## config.mk

```make
export PLATFORM = sky130hd
export DESIGN_NAME = if_fetch_stage
export DESIGN_NICKNAME = d
export VERILOG_FILES = /design/src/rtl/rv_pkg.sv /design/src/rtl/fetch_fifo.sv /design/src/rtl/if_fetch_stage.sv
export SDC_FILE = /design/constraint.sdc
export NUM_CORES = 1
export LEC_CHECK = 0
export ABC_AREA = 1
export BUFFER_PORTS_ARGS = -buffer_cell sky130_fd_sc_hd__clkbuf_2
export CAP_MARGIN = 20
export CORE_ASPECT_RATIO = 0.9
export CORE_UTILIZATION = 50
export DETAILED_ROUTE_END_ITERATION = 8
export PLACE_DENSITY = 0.75
export SLEW_MARGIN = 20
export SYNTH_ARGS = -nofsm -noshare
export SYNTH_HDL_FRONTEND = slang
export SYNTH_HIERARCHICAL = 1
export SYNTH_SLANG_ARGS = --single-unit
```

## constraint.sdc

```tcl
create_clock -name clk -period 9.54 [get_ports clk]
set_clock_uncertainty 0.05 [all_clocks]
set_input_delay 0.477 -clock clk [delete_from_list [all_inputs] [get_ports clk]]
set_output_delay 0.477 -clock clk [all_outputs]
set_load 0.02 [all_outputs]
```

## src/rtl/rv_pkg.sv

```systemverilog
// Shared types and constants for the instruction-fetch slice.
// Fetch buffer entries pair an instruction word with the PC it was fetched from.
package rv_pkg;

    localparam int          XLEN      = 32;
    localparam int          ILEN      = 32;
    localparam logic [31:0] INSTR_NOP = 32'h0000_0013;

    typedef struct packed {
        logic [XLEN-1:0] pc;
        logic [ILEN-1:0] instr;
    } fetch_entry_t;

    typedef enum logic {
        BOOT = 1'b0,
        RUN  = 1'b1
    } fetch_state_e;

endpackage

```

## src/rtl/fetch_fifo.sv

```systemverilog
// Small circular FIFO with push/pop/flush and an occupancy count.
// Used as the request-tag queue and as the fetch buffer.
module fetch_fifo #(
    parameter int  DEPTH = 2,
    parameter type T     = logic [31:0],
    localparam int CW    = $clog2(DEPTH + 1)
) (
    input  logic          clk,
    input  logic          rst_n,
    input  logic          push,
    input  T              push_data,
    input  logic          pop,
    input  logic          flush,
    output T              pop_data,
    output logic [CW-1:0] count,
    output logic          full,
    output logic          empty
);

    localparam int PW = (DEPTH > 1) ? $clog2(DEPTH) : 1;

    T              mem [DEPTH];
    logic [PW-1:0] rd_ptr;
    logic [PW-1:0] wr_ptr;
    logic          do_push;
    logic          do_pop;

    function automatic logic [PW-1:0] bump(input logic [PW-1:0] p);
        return (p == PW'(DEPTH - 1)) ? '0 : p + 1'b1;
    endfunction

    assign full     = (count == CW'(DEPTH));
    assign empty    = (count == '0);
    assign do_pop   = pop & ~empty;
    // A full FIFO can still take a push when the head leaves in the same cycle.
    assign do_push  = push & (~full | do_pop);
    assign pop_data = mem[rd_ptr];

    always_ff @(posedge clk or negedge rst_n) begin
        if (!rst_n) begin
            rd_ptr <= '0;
            wr_ptr <= '0;
            count  <= '0;
        end else if (flush) begin
            rd_ptr <= '0;
            wr_ptr <= '0;
            count  <= '0;
        end else begin
            if (do_push) wr_ptr <= bump(wr_ptr);
            if (do_pop)  rd_ptr <= bump(rd_ptr);
            count <= count + CW'(do_push) - CW'(do_pop);
        end
    end

    always_ff @(posedge clk) begin
        if (do_push && !flush) mem[wr_ptr] <= push_data;
    end

endmodule

```

## src/rtl/if_fetch_stage.sv

```systemverilog
// Instruction-fetch stage: drives the pc register, issues in-order imem requests,
// buffers returned words with their PCs and absorbs redirects with a flush.
//   state | meaning
//   BOOT  | first cycle after reset; next_pc forced to RESET_PC, no requests
//   RUN   | normal fetch; pc_value is trusted
module if_fetch_stage #(
    parameter int              XLEN       = rv_pkg::XLEN,
    parameter int              FIFO_DEPTH = 2,
    parameter logic [XLEN-1:0] RESET_PC   = '0
) (
    input  logic            clk,
    input  logic            rst_n,
    input  logic [XLEN-1:0] pc_value,
    output logic [XLEN-1:0] next_pc,
    output logic            imem_req_valid,
    input  logic            imem_req_ready,
    output logic [XLEN-1:0] imem_req_addr,
    input  logic            imem_rsp_valid,
    input  logic [31:0]     imem_rsp_data,
    input  logic            redirect_valid,
    input  logic [XLEN-1:0] redirect_pc,
    output logic            id_valid,
    input  logic            id_ready,
    output logic [XLEN-1:0] id_pc,
    output logic [31:0]     id_instr
);

    import rv_pkg::*;

    localparam int CW = $clog2(FIFO_DEPTH + 1);

    fetch_state_e    state;
    logic [CW-1:0]   inflight;
    logic [CW-1:0]   drop_cnt;
    logic [CW-1:0]   buf_count;
    logic [CW-1:0]   tag_count;
    logic            tag_full;
    logic            tag_empty;
    logic            buf_full;
    logic            buf_empty;
    logic            credit_ok;
    logic            fire;
    logic            rsp_drop;
    logic            buf_push;
    logic            buf_pop;
    logic [XLEN-1:0] tag_pc;
    fetch_entry_t    buf_in;
    fetch_entry_t    buf_head;
    logic            unused_ok;

    // Credits cover both outstanding requests and buffered words, so a response always has room.
    assign credit_ok      = ({1'b0, inflight} + {1'b0, buf_count}) < (CW + 1)'(FIFO_DEPTH);
    assign imem_req_valid = (state == RUN) & ~redirect_valid & credit_ok;
    assign imem_req_addr  = pc_value;
    assign fire           = imem_req_valid & imem_req_ready;

    assign rsp_drop = redirect_valid | (drop_cnt != '0);
    assign buf_push = imem_rsp_valid & ~rsp_drop;
    assign buf_in   = '{pc: tag_pc, instr: imem_rsp_data};

    assign id_valid = ~buf_empty & ~redirect_valid;
    assign buf_pop  = id_valid & id_ready;
    assign id_pc    = buf_head.pc;
    assign id_instr = id_valid ? buf_head.instr : INSTR_NOP;

    assign unused_ok = &{1'b0, tag_count, tag_full, tag_empty, buf_full};

    always_comb begin
        if (state == BOOT)       next_pc = RESET_PC;
        else if (redirect_valid) next_pc = {redirect_pc[XLEN-1:2], 2'b00};
        else if (fire)           next_pc = pc_value + XLEN'(4);
        else                     next_pc = pc_value;
    end

    always_ff @(posedge clk or negedge rst_n) begin
        if (!rst_n) begin
            state    <= BOOT;
            inflight <= '0;
            drop_cnt <= '0;
        end else begin
            case (state)
                BOOT:    state <= RUN;
                default: state <= RUN;
            endcase
            inflight <= inflight + CW'(fire) - CW'(imem_rsp_valid);
            // Everything still in flight after this cycle belongs to the old path.
            if (redirect_valid)
                drop_cnt <= inflight - CW'(imem_rsp_valid);
            else if (imem_rsp_valid && (drop_cnt != '0))
                drop_cnt <= drop_cnt - 1'b1;
        end
    end

    fetch_fifo #(
        .DEPTH (FIFO_DEPTH),
        .T     (logic [XLEN-1:0])
    ) u_tag_q (
        .clk       (clk),
        .rst_n     (rst_n),
        .push      (fire),
        .push_data (pc_value),
        .pop       (imem_rsp_valid),
        .flush     (1'b0),
        .pop_data  (tag_pc),
        .count     (tag_count),
        .full      (tag_full),
        .empty     (tag_empty)
    );

    fetch_fifo #(
        .DEPTH (FIFO_DEPTH),
        .T     (fetch_entry_t)
    ) u_buf (
        .clk       (clk),
        .rst_n     (rst_n),
        .push      (buf_push),
        .push_data (buf_in),
        .pop       (buf_pop),
        .flush     (redirect_valid),
        .pop_data  (buf_head),
        .count     (buf_count),
        .full      (buf_full),
        .empty     (buf_empty)
    );

endmodule
```

==> results_dict.tcl <==
set metrics [dict create \
    cts_resized 0 \
    clk_latency_ns 0.48 \
    leakagePower_nw 5.46 \
    io_buffer_count 229 \
    post_drt_wl_per_cell_um 15.0 \
    endpoint_kind "register" \
    initial_core_util_pct 51.3 \
    grt_max_degree 66 \
    drc 0 \
    fin_crit_sh_pct 36.8 \
    instances_no_fill 1505 \
    hold_ws_ns 0.129 \
    place_area_um2 11000 \
    antenna_found_initial 0 \
    hold_viol_final 0 \
    clk_pin_slew_ns 0.06 \
    dieWidth_um 150 \
    root_buffer "clkbuf_16" \
    grt_pass1_wl_um 34900 \
    fin_ws_ns 6.03 \
    drv_cap 0 \
    setup_tns_ns 0 \
    hold_class "in2reg" \
    route.antenna.remaining_nets 0 \
    place_inst 1467 \
    holdPathEnd "u_buf/mem[1][11]" \
    final_area_um2 11700 \
    r2r_slack_ns 6.03 \
    critical_path_class "reg2reg" \
    cts_buffers 21 \
    grt_usage_pct 22.3 \
    vias_per_cell 4.90 \
    dieArea_um2 20400 \
    slew-limit-headroom_pct 32.3 \
    startpoint_type "register" \
    io_pins 232 \
    avgSynthCellArea_um2 9.48 \
    crit-reg2reg-launch "u_buf/count[1]" \
    worst-endpoint-required_ns 9.59 \
    hold_depth 1 \
    h-tree-depth 1 \
    cts_hold_buf 1 \
    firstDrtPassIters 5 \
    max_freq_mhz 285 \
    finalSetupViolations 0 \
    rsz0062_at_grt "no" \
    totalWireLength_um 22500 \
    status "finished clean" \
    power_density_nw_per_um2 192 \
    nets 1350 \
    rows 48 \
    layout-drive-gt1-share_pct 24.5 \
    peakVddDrop_mv 0.122 \
    report.final.slew_viol_count 0 \
    synth-warning-count 6 \
    fp.dieH_um 135 \
    grt-ovfl-total 0 \
    regToRegEndpoint "u_buf/mem[1][48]" \
    dp_hpwl_um 15600 \
    vias 7377 \
    crit_arrival_ns 3.57 \
    path_max_fanout 60 \
    clockBufferDepth 3 \
    min-delay-start "imem_rsp_data[11]" \
    post-place-ws_ns 5.74 \
    design.core.area_um2 19300 \
    nFillCells 1651 \
    syn_area_um2 9900 \
    worstMarginPinSlew_ns 1.01 \
    synth_cells 1044 \
    r2r_cells 9 \
    layout.area.seq_um2 6090 \
    area_delta_synth_final_pct 18.2 \
    cts.sinks 205 \
    place.gp.congestion 0.937 \
    multi_input_area_um2 2910 \
    fin_crit_ns 3.51 \
    post_cts_buffers 0 \
    drtIter0Drc 437 \
    n_antenna_cell 0 \
    cts_tree "built" \
    grt_pass1_vias 6664 \
]
## cell type report
type | count | share of cell area (%)
Inverter | 124 | 3.98
Clock buffer | 30 | 5.04
Tap cell | 250 | 2.67
Sequential cell | 205 | 52.1
Multi-Input combinational cell | 651 | 24.9
Clock inverter | 7 | 0.963
Timing Repair Buffer | 238 | 10.4
## how the worst max path moves through the flow
stage / to / startpoint / depth (start not counted) / slack, ns
6_report: u_buf/mem[1][48] / u_buf/count[1] / 9 / 6.03
5_1_grt: u_buf/mem[1][35] / u_buf/count[1] / 9 / 5.71
4_1_cts: u_buf/mem[1][48] / u_buf/count[1] / 9 / 5.97
3_5_place_dp: u_buf/mem[1][45] / redirect_valid / 7 / 5.74
3_3_place_gp: u_buf/mem[1][45] / redirect_valid / 7 / 5.80
2_1_floorplan: u_buf/mem[1][0] / redirect_valid / 7 / 2.92
## power by group
part           switching, mW  internal [mW]  total [mW]  leakage, nW
combinational          0.255          0.107       0.362         3.22
sequential            0.0175           1.05        1.06         1.90
clock                  0.311          0.510       0.822        0.344
total                  0.584           1.66        2.25         5.46
## placed cells by master, fill, tap and decap left out, drive strengths merged, types with 3 or more instances in the layout
cell type	n
o211ai	4
edfxtp	192
dfrtp	13
clkbuf	259
nor2	84
bufinv	3
o21ai	27
xor2	8
nand4	13
inv	122
nand3	46
or2	3
ha	6
clkinv	6
buf	8
nor3	9
nand2	428
nand3b	4
a21oi	11
conb	4
## sequential cells by signal (all words and copies together), names as in the netlist
name	count
inflight	2
drop_cnt	2
u_tag_q/wr_ptr	1
u_tag_q/count	2
u_buf/count	2
u_buf/mem	128
u_tag_q/rd_ptr	1
state	1
u_buf/wr_ptr	1
u_buf/rd_ptr	1
u_tag_q/mem	64
## through the flow
step	total power [mW]	util (%)
4_1_cts	2.26	60.7
3_5_place_dp	1.44	57.0
3_3_place_gp	1.43	57.0
6_report	2.25	60.7
2_1_floorplan	1.33	-
5_1_grt	2.35	60.7
## critical path, stage by stage, from the launching register on
cell	delay, ns
dfrtp_1	0.41
inv_1	0.07
nand2_1	0.12
inv_1	0.06
nor2_1	0.16
inv_1	0.45
nor2_1	0.50
o21ai_2	0.19
nor3_2	0.35
buf_4	0.73
## metal layers
metal	up-vias	part of all wire, %	GRT usage [%]
met5	-	0	0
met4	0	1.8	5.50
met3	35	8.1	2.93
met2	310	48	38.0
met1	3320	42	30.3
li1	3712	-	-
No activity file was read; power rests on OpenSTA's default activity.
